--- config.mk ---
export PLATFORM = sky130hd
export DESIGN_NAME = sync_fifo_flex
export DESIGN_NICKNAME = d
export VERILOG_FILES = /design/src/rtl/sync_fifo_flex.sv
export SDC_FILE = /design/constraint.sdc
export NUM_CORES = 1
export LEC_CHECK = 0
export BUFFER_PORTS_ARGS = -buffer_cell sky130_fd_sc_hd__buf_4
export CAP_MARGIN = 20
export CORE_ASPECT_RATIO = 0.7
export CORE_MARGIN = 3
export CORE_UTILIZATION = 30
export CTS_BUF_LIST = sky130_fd_sc_hd__clkbuf_8 sky130_fd_sc_hd__clkbuf_16
export CTS_CLUSTER_SIZE = 30
export DETAILED_ROUTE_END_ITERATION = 16
export GPL_TIMING_DRIVEN = 0
export SYNTH_ARGS = -nofsm -noshare
export SYNTH_HDL_FRONTEND = slang
export SYNTH_SLANG_ARGS = --single-unit
export TNS_END_PERCENT = 20
--- constraint.sdc ---
create_clock -name clk -period 3.4 [get_ports clk]
set_clock_uncertainty 0.2 [all_clocks]
set_input_delay 0.17 -clock clk [delete_from_list [all_inputs] [get_ports clk]]
set_output_delay 0.17 -clock clk [all_outputs]
set_load 0.02 [all_outputs]
--- src/rtl/sync_fifo_flex.sv ---
// rtl/sync_fifo_flex.sv - single-clock FIFO with FWFT/standard read mode, runtime thresholds and sticky error flags
//
// Ports:
//   clk, resetn       clock (rising edge), asynchronous active-low reset
//   clr               synchronous flush of pointers, count, flags and rd_valid
//   wr_en, wr_data    write request and word
//   rd_en             read request (pops the head in FWFT mode)
//   rd_data, rd_valid read word and its qualifier
//   full, empty       decoded from the registered count
//   af_th, ae_th      runtime almost-full / almost-empty thresholds
//   almost_full       count >= af_th
//   almost_empty      count <= ae_th
//   count             number of stored words
//   overflow          sticky: write attempted while full
//   underflow         sticky: read attempted while empty
module sync_fifo_flex #(
  parameter int DEPTH_WIDTH = 4,
  parameter int DATA_WIDTH  = 8,
  parameter int FWFT        = 1,
  localparam int AW = (DEPTH_WIDTH < 1) ? 1 : DEPTH_WIDTH,
  localparam int DW = (DATA_WIDTH < 1) ? 1 : DATA_WIDTH
) (
  input  logic          clk,
  input  logic          resetn,
  input  logic          clr,
  input  logic          wr_en,
  input  logic [DW-1:0] wr_data,
  input  logic          rd_en,
  output logic [DW-1:0] rd_data,
  output logic          rd_valid,
  output logic          full,
  output logic          empty,
  input  logic [AW:0]   af_th,
  input  logic [AW:0]   ae_th,
  output logic          almost_full,
  output logic          almost_empty,
  output logic [AW:0]   count,
  output logic          overflow,
  output logic          underflow
);

  localparam int          DEPTH     = 1 << AW;
  localparam logic [AW:0] DEPTH_CNT = (AW+1)'(DEPTH);
  localparam logic [AW:0] CNT_ONE   = (AW+1)'(1);
  localparam logic [AW-1:0] PTR_ONE = AW'(1);

  logic [DW-1:0] mem [DEPTH];
  logic [AW-1:0] wr_ptr;
  logic [AW-1:0] rd_ptr;
  logic          we;
  logic          re;

  assign full         = (count == DEPTH_CNT);
  assign empty        = (count == '0);
  assign almost_full  = (count >= af_th);
  assign almost_empty = (count <= ae_th);

  // A flush cycle ignores both requests.
  assign we = wr_en & ~full & ~clr;
  assign re = rd_en & ~empty & ~clr;

  always_ff @(posedge clk) begin
    if (we) begin
      mem[wr_ptr] <= wr_data;
    end
  end

  always_ff @(posedge clk or negedge resetn) begin
    if (!resetn) begin
      wr_ptr    <= '0;
      rd_ptr    <= '0;
      count     <= '0;
      overflow  <= 1'b0;
      underflow <= 1'b0;
    end else if (clr) begin
      wr_ptr    <= '0;
      rd_ptr    <= '0;
      count     <= '0;
      overflow  <= 1'b0;
      underflow <= 1'b0;
    end else begin
      if (we) begin
        wr_ptr <= wr_ptr + PTR_ONE;
      end
      if (re) begin
        rd_ptr <= rd_ptr + PTR_ONE;
      end
      case ({we, re})
        2'b10:   count <= count + CNT_ONE;
        2'b01:   count <= count - CNT_ONE;
        default: count <= count;
      endcase
      if (wr_en && full) begin
        overflow <= 1'b1;
      end
      if (rd_en && empty) begin
        underflow <= 1'b1;
      end
    end
  end

  generate
    if (FWFT != 0) begin : g_fwft
      // Head word is read combinationally from storage, so a word written
      // into an empty FIFO is visible the cycle after its write edge.
      // Output is forced to zero while empty so reset shows rd_data = 0.
      assign rd_valid = ~empty;
      assign rd_data  = empty ? '0 : mem[rd_ptr];
    end else begin : g_std
      always_ff @(posedge clk or negedge resetn) begin
        if (!resetn) begin
          rd_data  <= '0;
          rd_valid <= 1'b0;
        end else if (clr) begin
          rd_valid <= 1'b0;
        end else begin
          rd_valid <= re;
          if (re) begin
            rd_data <= mem[rd_ptr];
          end
        end
      end
    end
  endgenerate

endmodule

==> results of run 1 <==
## through the flow
| step | instance area [µm²] | total power (W) |
|---|---|---|
| 3_5_place_dp | 6850 | 0.00393 |
| 6_report | 7580 | 0.00581 |
| 2_1_floorplan | 6190 | 0.00332 |
| 5_1_grt | 7580 | 0.00610 |
| 4_1_cts | 7580 | 0.00587 |
| 3_3_place_gp | 6830 | 0.00389 |
## layout by cell type, fill, tap and decap left out, drive strengths merged, types with 5 or more instances in the layout
cell type      n
nand2         13
nor3           5
dfrtp         15
edfxtp       128
a21oi          8
clkinv         5
and2          10
nor2          25
dlygate4sd3   11
buf           50
ha            17
xor2           5
inv           21
o21ai          5
nand3          7
mux4          40
clkbuf        28
## power by group through the flow
stage               combinational, W  clock [W]  sequential, W
floorplan                    0.00120          0        0.00212
global placement             0.00180          0        0.00209
detailed placement           0.00183          0        0.00210
CTS                          0.00185    0.00196        0.00206
global route                 0.00197    0.00206        0.00207
finish                       0.00183    0.00193        0.00206
## cells by family (layout without fill, tap and decap cells)
family	count (synthesis)	count (layout)	share of synthesized area, %
flops	143	143	68.2
buf+inv	36	120	2.81
simple gates	74	74	6.17
xor+xnor	8	8	1.13
fa+ha+maj	17	17	3.44
compound gates	30	30	3.40
mux	42	42	14.9
## layout make-up
class                           instances  area, µm²  area share [%]
Inverter                               16       60.1           0.792
Timing Repair Buffer                   52        418            5.51
Buffer                                 20        118            1.55
Multi-Input combinational cell        171       1820            23.9
Tap cell                              270        338            4.45
Sequential cell                       143       4220            55.6
Clock inverter                         15        190            2.51
Clock buffer                           17        425            5.61
## worst register-to-register path: cells and delay by family (launching register included)
kind                     cells  cell delay (ns)
multiplexers                 1             0.12
AND/OR/NAND/NOR              2             0.39
buffers and inverters        1             0.20
XOR/XNOR                     1             0.19
AO/OA/AOI/OAI                4             1.22
flip-flops                   1             0.41
adder cells (fa/ha/maj)      1             0.24
## worst max path at each step
| stage | start | endpoint | cells after the start |
|---|---|---|---|
| 3_3_place_gp | count[2] | mem[2][6] | 6 |
| 3_5_place_dp | count[2] | mem[8][4] | 6 |
| 2_1_floorplan | count[2] | count[4] | 10 |
| 6_report | rd_ptr[1] | rd_data[1] | 6 |
| 4_1_cts | rd_ptr[1] | rd_data[0] | 6 |
| 5_1_grt | count[2] | mem[8][1] | 6 |
## per-layer routing
metal / vias up / GRT usage [%] / part of all wire (%) / wire, µm
met3: 8 / 3.47 / 6.4 / 840
met2: 99 / 18.3 / 46 / 6040
li1: 1510 / - / - / -
met4: 0 / 3.32 / 0.48 / 63
met1: 1715 / 17.8 / 47 / 6110
met5: - / 0 / 0 / 0
## registers in the layout (all words and copies together), names as in the netlist
signal,cells
count,5
mem,128
overflow,1
rd_ptr,4
underflow,1
wr_ptr,4
## repair_timing
| item | 4_1_cts | 5_1_grt |
|---|---|---|
| endpoints found under the setup margin | 8 | 3 |
| hold endpoints to repair | 145 | 0 |
| gates resized for setup | 2 | 2 |
| hold buffers | 11 | 0 |
| gates cloned | 0 | 0 |
==> metrics, run 1 <==
sequential share of the synthesized area=68.2%; placed cells=661; RSZ-0062 raised after global routing=false; Synth Register Bits=143; Worst EP arrival=around 2.8 ns; WP data required=3.03 ns; vias in the first global route=3364; yosys warns=0; CP top delay family=buffers and inverters; Avg WL per Cell=roughly 19 µm; worst flop-to-flop path endpoint=count[4]; clock sink count=143; leading area contributor after synthesis=edfxtp_1; hold path startpoint=rd_en; pwr/cell area=767 nW/µm²; full die area=roughly 22000 µm²; Final Hold Vio Count=0; post-DP HPWL=8770 µm; non-filler cells, final=704; Pre-antenna DRT Iters=5; final net count=461; CP startpoint kind=flop; CP endpoint kind=output port; IO Port Bufs=41; setup slack, reg-to-reg=0.29 ns; Post-synth EDFFs=128; Initial Util=30.9%; Final WS setup=0.271 ns; Sw Pwr=0.00175 W; Syn Nets=390; most frequent cell after synthesis=edfxtp_1; largest cells by area after synthesis=edfxtp_1 (62%), mux4_2 (15%), dfrtp_1 (6.1%); Die Span Y=126 µm; clock buffers created by TritonCTS=17; clock latency on the worst-skew pair=roughly 0.41 ns; Sw Ratio=30.1%; Starting DRT DRC Count=350; setup tns final=0 ns; final period utilization=92.0%; Worst Hold End=count[4]; Slew HR=31.6%; fillers=1854; top cell type's share of synthesized area=between 60 and 70%; Max clock buf depth=2; Mapped Area=6190 µm²; synthesized instance count=350; top post-synthesis cells by count=edfxtp_1 (128), mux4_2 (40), nor2_1 (25); wire length of the first global-routing pass=a little over 20000 µm; R2R depth=10; slowest stage delay, CP=between 0.4 and 0.5 ns; Max Slew Vio Count=0; Routed WL=13100 µm; fin crit period=3.13 ns; reg-to-reg critical path startpoint=count[2]; area delta synth->final=22.5%; CP Max Fanout=10; Post-Place Worst Slack=0.303 ns; DR vias/cell=4.73; largest net degree at the start of global routing=17; worst vdd ir=about 0.49 mV; DRC=0; Combinational Power Share=31.4%; GRT Util Overall=12.3%; FMAX=0.320 GHz; share of layout cells above drive strength 1=30.0%; gr ovfl total=0; hold slack final=0.103 ns; Max-cap violations=0; row count=43; WS Path Type=reg2out; initial antenna violation count=0; post-synthesis async set-or-reset flop share=a little over a tenth; CP max stage cell=mux4_2; syn avg cell area=17.7 µm²; Main synth FF type=edfxtp_1; CTS tree=yes; status=finished, final reports clean; Least-Margin Pin Slew=1.02 ns; Root Buffer=clkbuf_16; Lkg Pwr=2.67 nW; crit-path cells=clkbuf_1 > clkbuf_2 > mux4_2 > mux4_2 > and2_1 > buf_4; I/O pin count=43; internal power=0.00406 W; clock share of power=33.1%; Core ar.=20000 µm²; Distinct cells, synth=40; RD Place Congestion=0.750; clk slew on worst S/H paths=around 0.060 ns; CTS H-tree lvls=4; cell mode on critical path=mux4_2; fin util=a little under two fifths; post-CTS setup buffer count=0; sequential share of power=between 30 and 40%; die width=178 µm; worst min path class=in2reg; antenna diode count=0; # setup viols final=0; Hold Crit Depth=6; final antenna-violating net count=0; Buf+Inv Stages, Crit Path=3; routed vias=3332
No activity file was read; power rests on OpenSTA's default activity.
==> run 2, diff against run 1 <==
Settings changed: CORE_UTILIZATION 30 to 50, PLACE_DENSITY from default to 0.68.
==> run 2 against run 1 <==
Via count decreased by 1.4%. Total power down 2.6%. Design area shrank 2.4%. Global-route usage increased by 7.5 points. Die area down 39%. Critical endpoint is now count[4]. Largest power group unchanged.
==> metrics, run 2 (synthesized netlist as in run 1, its figures left out) <==
CTS tree=yes; DR vias/cell=5.56 (+17%); status=finished, final reports clean; register area=4220 µm² (unchanged); crit-path cells=clkbuf_2 > o41ai_1 > o2111ai_2 > xnor2_1 > ha_1 > or3_1 > a21oi_1 > mux2i_1 > a21oi_1 > nor3b_2; placed instance area=6710 µm² (-2.1%); wire length of the first global-routing pass=20000 µm (-0.79%); Avg WL per Cell=21.4 µm (+15%); Max clock buf depth=2 (unchanged); hold slack final=0.123 ns (+0.0192 ns); gr ovfl total=0 (unchanged); CP endpoint kind=flop; final antenna-violating net count=0 (unchanged); clk slew on worst S/H paths=0.06 ns (about the same); Root Buffer=clkbuf_16; worst min path class=in2reg; Pre-antenna DRT Iters=4 (-1); DRC=0 (unchanged); post-CTS setup buffer count=0 (unchanged); area delta synth->final=19.6%; cell mode on critical path=a21oi_1; final period utilization=92.0% (about the same); Max-cap violations=0 (unchanged); post-DP HPWL=8490 µm (-3.2%); final net count=461 (unchanged); Worst EP arrival=3.21 ns (+0.45 ns); Regs by FF count=mem (128), count (5); WP data required=3.48 ns (+0.45 ns); RD Place Congestion=0.833 (+11%); routed vias=3285 (-1.4%); Lkg Pwr=2.64 nW (-0.86%); cell area after layout=7400 µm² (-2.4%); GRT Util Overall=19.8% (+7.5 points); full die area=13800 µm² (-39%); WS Path Type=reg2reg; fillers=877 (-53%); antenna diode count=0 (unchanged); die width=139 µm (-22%); CP startpoint kind=flop; Core ar.=11900 µm² (-41%); row count=33 (-23%); worst vdd ir=0.414 mV (-16%); CP Max Fanout=8 (-2); pwr/cell area=765 nW/µm² (-0.19%); Least-Margin Pin Slew=0.914 ns (-0.107 ns); Biggest register=mem; Slew HR=38.7% (+7.2 points); Final Hold Vio Count=0 (unchanged); Max Slew Vio Count=0 (unchanged); Starting DRT DRC Count=312 (-11%); I/O pin count=43 (unchanged); clock latency on the worst-skew pair=0.41 ns (about the same); largest net degree at the start of global routing=17 (unchanged); fin util=62.2% (+24 points); CP top delay family=compound AO/OA/AOI/OAI gates; Buf+Inv Stages, Crit Path=1 (-2); IO Port Bufs=41 (unchanged); vias in the first global route=3400 (+1.1%); most frequent cells in the layout=edfxtp_1 (128), buf_4 (43), mux4_2 (40), nor2_1 (25); share of layout cells above drive strength 1=30.2% (+0.23 points); clock buffers created by TritonCTS=17 (unchanged); # setup viols final=0 (unchanged); Initial Util=52.0% (+21 points); fin crit period=3.13 ns (-0.0000780 ns); CP max stage cell=o41ai_1; CTS H-tree lvls=4 (unchanged); multi-input logic area=1820 µm² (unchanged); Largest register FFs=128 (unchanged); initial antenna violation count=0 (unchanged); RSZ-0062 raised after global routing=false; slowest stage delay, CP=0.60 ns (+0.12 ns); Routed WL=12600 µm (-3.1%); Die Span Y=99.1 µm (-21%); clock sink count=143 (unchanged); FMAX=0.320 GHz (about the same); leading cell type in the layout, fill and taps excluded=edfxtp_1
-- run 2: worst paths after layout --
path	end	depth (start not counted)	startpoint	slack (ns)
worst min-delay path	wr_ptr[0]	4	wr_en	0.12
worst max register to register	count[4]	10	count[2]	0.27
min in group asynchronous	underflow	3	resetn	0.73
worst max-delay path	count[4]	10	count[2]	0.27
max in group asynchronous	count[4]	3	resetn	1.78
worst min register to register	underflow	2	underflow	0.31
-- run 2: stage by stage --
stage / cells / total power [W] / setup slack (ns) / TNS [ns]
2_1_floorplan: 350 / 0.00332 / 0.573 / 0
3_3_place_gp: 548 / 0.00389 / -0.141 / -3.76
3_5_place_dp: 548 / 0.00391 / 0.340 / 0
4_1_cts: 591 / 0.00571 / 0.0403 / 0
5_1_grt: 591 / 0.00593 / 0.115 / 0
6_report: 591 / 0.00566 / 0.271 / 0
-- run 2: worst reg2reg max path, cell delays in order (launching register included) --
cell	delay, ns
dfrtp_1	0.44
clkbuf_2	0.21
o41ai_1	0.60
o2111ai_2	0.29
xnor2_1	0.19
ha_1	0.24
or3_1	0.32
a21oi_1	0.15
mux2i_1	0.11
a21oi_1	0.19
nor3b_2	0.07
-- run 2: layout make-up --
type,count,area share [%]
Clock buffer,17,5.75
Multi-Input combinational cell,171,24.5
Inverter,16,0.812
Tap cell,157,2.65
Clock inverter,15,2.00
Sequential cell,143,57.0
Timing Repair Buffer,52,5.65
Buffer,20,1.59
-- run 2: power by group --
part	total (W)	switching, W	leakage, nW	internal (W)
Clock	0.00179	0.000715	0.284	0.00108
Sequential	0.00206	0.0000772	1.36	0.00199
Combinational	0.00181	0.000958	1.00	0.000851
-- run 2: repair_timing --
item                                    4_1_cts  5_1_grt
pin swaps                                     0        0
hold endpoints to repair                    146        0
resized for setup                             1        4
endpoints found under the setup margin        2        7
hold buffers                                 11        0
-- run 2: per-layer routing --
layer	vias to the layer above	part of all wire (%)	track usage [%]
met4	0	0.98	6.77
met2	103	46	28.0
met1	1665	45	29.5
met3	10	8.6	6.11
li1	1507	-	-
met5	-	0	0
==> run 3, diff against run 2 <==
Settings changed: SETUP_SLACK_MARGIN from default to 0.4.
==> run 3 against run 2 <==
Critical path type unchanged. Global-route usage barely moved. Register-to-register slack improved by 0.13 ns. Core utilization rose by 0.59 points. Die area did not move. Clock power barely moved.
==> metrics, run 3 (synthesized netlist as in run 1, its figures left out) <==
Largest register FFs=128 (unchanged); Least-Margin Pin Slew=0.813 ns (-0.101 ns); crit-path cells=clkbuf_2 > or4_4 > o2111ai_2 > xnor2_1 > ha_1 > or3_1 > a21oi_1 > mux2i_1 > a21oi_1 > nor3b_2; # setup viols final=0 (unchanged); slowest stage delay, CP=0.54 ns (-0.06 ns); DR vias/cell=5.63 (+1.3%); GRT Util Overall=19.8% (+0.034 points); Max-cap violations=0 (unchanged); worst min path class=in2reg; CP max stage cell=or4_4; routed vias=3333 (+1.5%); Core ar.=11900 µm² (unchanged); clock latency on the worst-skew pair=0.41 ns (about the same); row count=33 (unchanged); DRC=0 (unchanged); Hold Crit Depth=4 (unchanged); clock buffers created by TritonCTS=17 (unchanged); CP startpoint kind=flop; cell mode on critical path=a21oi_1; Biggest register=mem; Root Buffer=clkbuf_16; CTS H-tree lvls=4 (unchanged); non-filler cells, final=592 (+0.17%); Worst EP arrival=3.08 ns (-0.13 ns); WP data required=3.48 ns (about the same); Final Hold Vio Count=0 (unchanged); wire length of the first global-routing pass=20100 µm (+0.34%); I/O pin count=43 (unchanged); CP endpoint kind=flop; IO Port Bufs=41 (unchanged); CTS tree=yes; worst vdd ir=0.402 mV (-3.0%); die width=139 µm (unchanged); full die area=13800 µm² (unchanged); Starting DRT DRC Count=301 (-3.5%); Lkg Pwr=2.64 nW (-0.12%); Max clock buf depth=2 (unchanged); post-DP HPWL=8490 µm (unchanged); placed cells=548 (unchanged); area delta synth->final=20.7%; Regs by FF count=mem (128), count (5); R2R depth=10 (unchanged); leading cell type in the layout, fill and taps excluded=edfxtp_1; vias in the first global route=3411 (+0.32%); Initial Util=52.0% (unchanged); largest net degree at the start of global routing=17 (unchanged); most frequent cells in the layout=edfxtp_1 (128), buf_4 (43), mux4_2 (40), nor2_1 (23); initial antenna violation count=0 (unchanged); FMAX=0.334 GHz (+4.5%); cell area after layout=7470 µm² (+0.95%); final period utilization=88.1% (-3.9 points); RD Place Congestion=0.833 (unchanged); WS Path Type=reg2reg; RSZ-0062 raised after global routing=true; clock sink count=143 (unchanged); placed instance area=6710 µm² (unchanged); Die Span Y=99.1 µm (unchanged); final net count=462 (+0.22%); status=finished, final reports clean; Pre-antenna DRT Iters=4 (unchanged); hold slack final=0.102 ns (-0.0207 ns); antenna diode count=0 (unchanged); share of layout cells above drive strength 1=31.5% (+1.3 points); gr ovfl total=0 (unchanged); final antenna-violating net count=0 (unchanged); Slew HR=45.6% (+6.9 points); fin util=62.8% (+0.59 points); Max Slew Vio Count=0 (unchanged); Routed WL=12700 µm (+0.50%); CP Max Fanout=8 (unchanged); fin crit period=3.00 ns (-0.134 ns); clk slew on worst S/H paths=0.06 ns (about the same); pwr/cell area=761 nW/µm² (-0.59%); setup tns final=0 ns (unchanged); Avg WL per Cell=21.5 µm (+0.33%)
-- run 3: changes by cell type in the layout (fill, tap and decap cells not counted) --
| cell | delta |
|---|---|
| nor3_2 | -4 |
| nor3_4 | +4 |
| clkbuf_4 | +3 |
| clkbuf_2 | -2 |
| nor2_1 | -2 |
| nor2_2 | +2 |
| a21boi_1 | -1 |
| a21boi_2 | +1 |
| buf_12 | +1 |
| clkbuf_1 | -1 |
| o41ai_1 | -1 |
| o41ai_2 | +1 |
-- run 3: what timing repair did --
action | in CTS | in global routing
gates resized for setup | 9 | 6
setup buffers | 0 | 1
hold endpoints to repair | 146 | 0
hold buffers | 11 | 0
setup endpoints to repair | 61 | 137
pin swaps | 0 | 1
-- run 3: power breakdown --
| part | internal [W] | switching [W] |
|---|---|---|
| clock network | 0.00108 | 0.000710 |
| registers | 0.00199 | 0.0000803 |
| logic | 0.000862 | 0.000970 |
| total | 0.00392 | 0.00176 |
-- run 3: cell type report --
| class | count | area [µm²] |
|---|---|---|
| inverters | 16 | 60.1 |
| repair buffers | 53 | 438 |
| well taps | 157 | 196 |
| flip-flops and latches | 143 | 4220 |
| plain buffers | 20 | 126 |
| clock buffers | 17 | 425 |
| clock inverters | 15 | 148 |
| fillers | 866 | 4420 |
| multi-input cells | 171 | 1860 |
-- run 3: per-stage QoR --
step | total power [W] | setup slack [ns]
3_3_place_gp | 0.00389 | -0.141
2_1_floorplan | 0.00332 | 0.573
4_1_cts | 0.00572 | 0.325
6_report | 0.00568 | 0.405
5_1_grt | 0.00595 | 0.297
3_5_place_dp | 0.00391 | 0.340
-- run 3: critical path, delay by kind of cell (launching register included) --
kind                     cells  cell delay (ns)
flip-flops                   1             0.44
AND/OR/NAND/NOR              3             0.92
AO/OA/AOI/OAI                3             0.62
XOR/XNOR                     1             0.11
multiplexers                 1             0.12
buffers and inverters        1             0.21
adder cells (fa/ha/maj)      1             0.24
-- run 3: path summary, 6_finish.rpt --
check	from	endpoint	slack, ns
min in group asynchronous	resetn	underflow	0.73
min reg2reg	underflow	underflow	0.31
max	count[2]	count[4]	0.41
max reg2reg	count[2]	count[4]	0.41
max in group asynchronous	resetn	count[4]	1.79
min	wr_en	wr_ptr[0]	0.10
-- run 3: routing by layer --
| metal | track usage [%] | up-vias | part of all wire [%] |
|---|---|---|---|
| li1 | - | 1514 | - |
| met1 | 29.3 | 1709 | 46 |
| met2 | 28.0 | 90 | 45 |
| met3 | 6.11 | 20 | 7.3 |
| met4 | 7.37 | 0 | 1.5 |
| met5 | 0 | - | 0 |
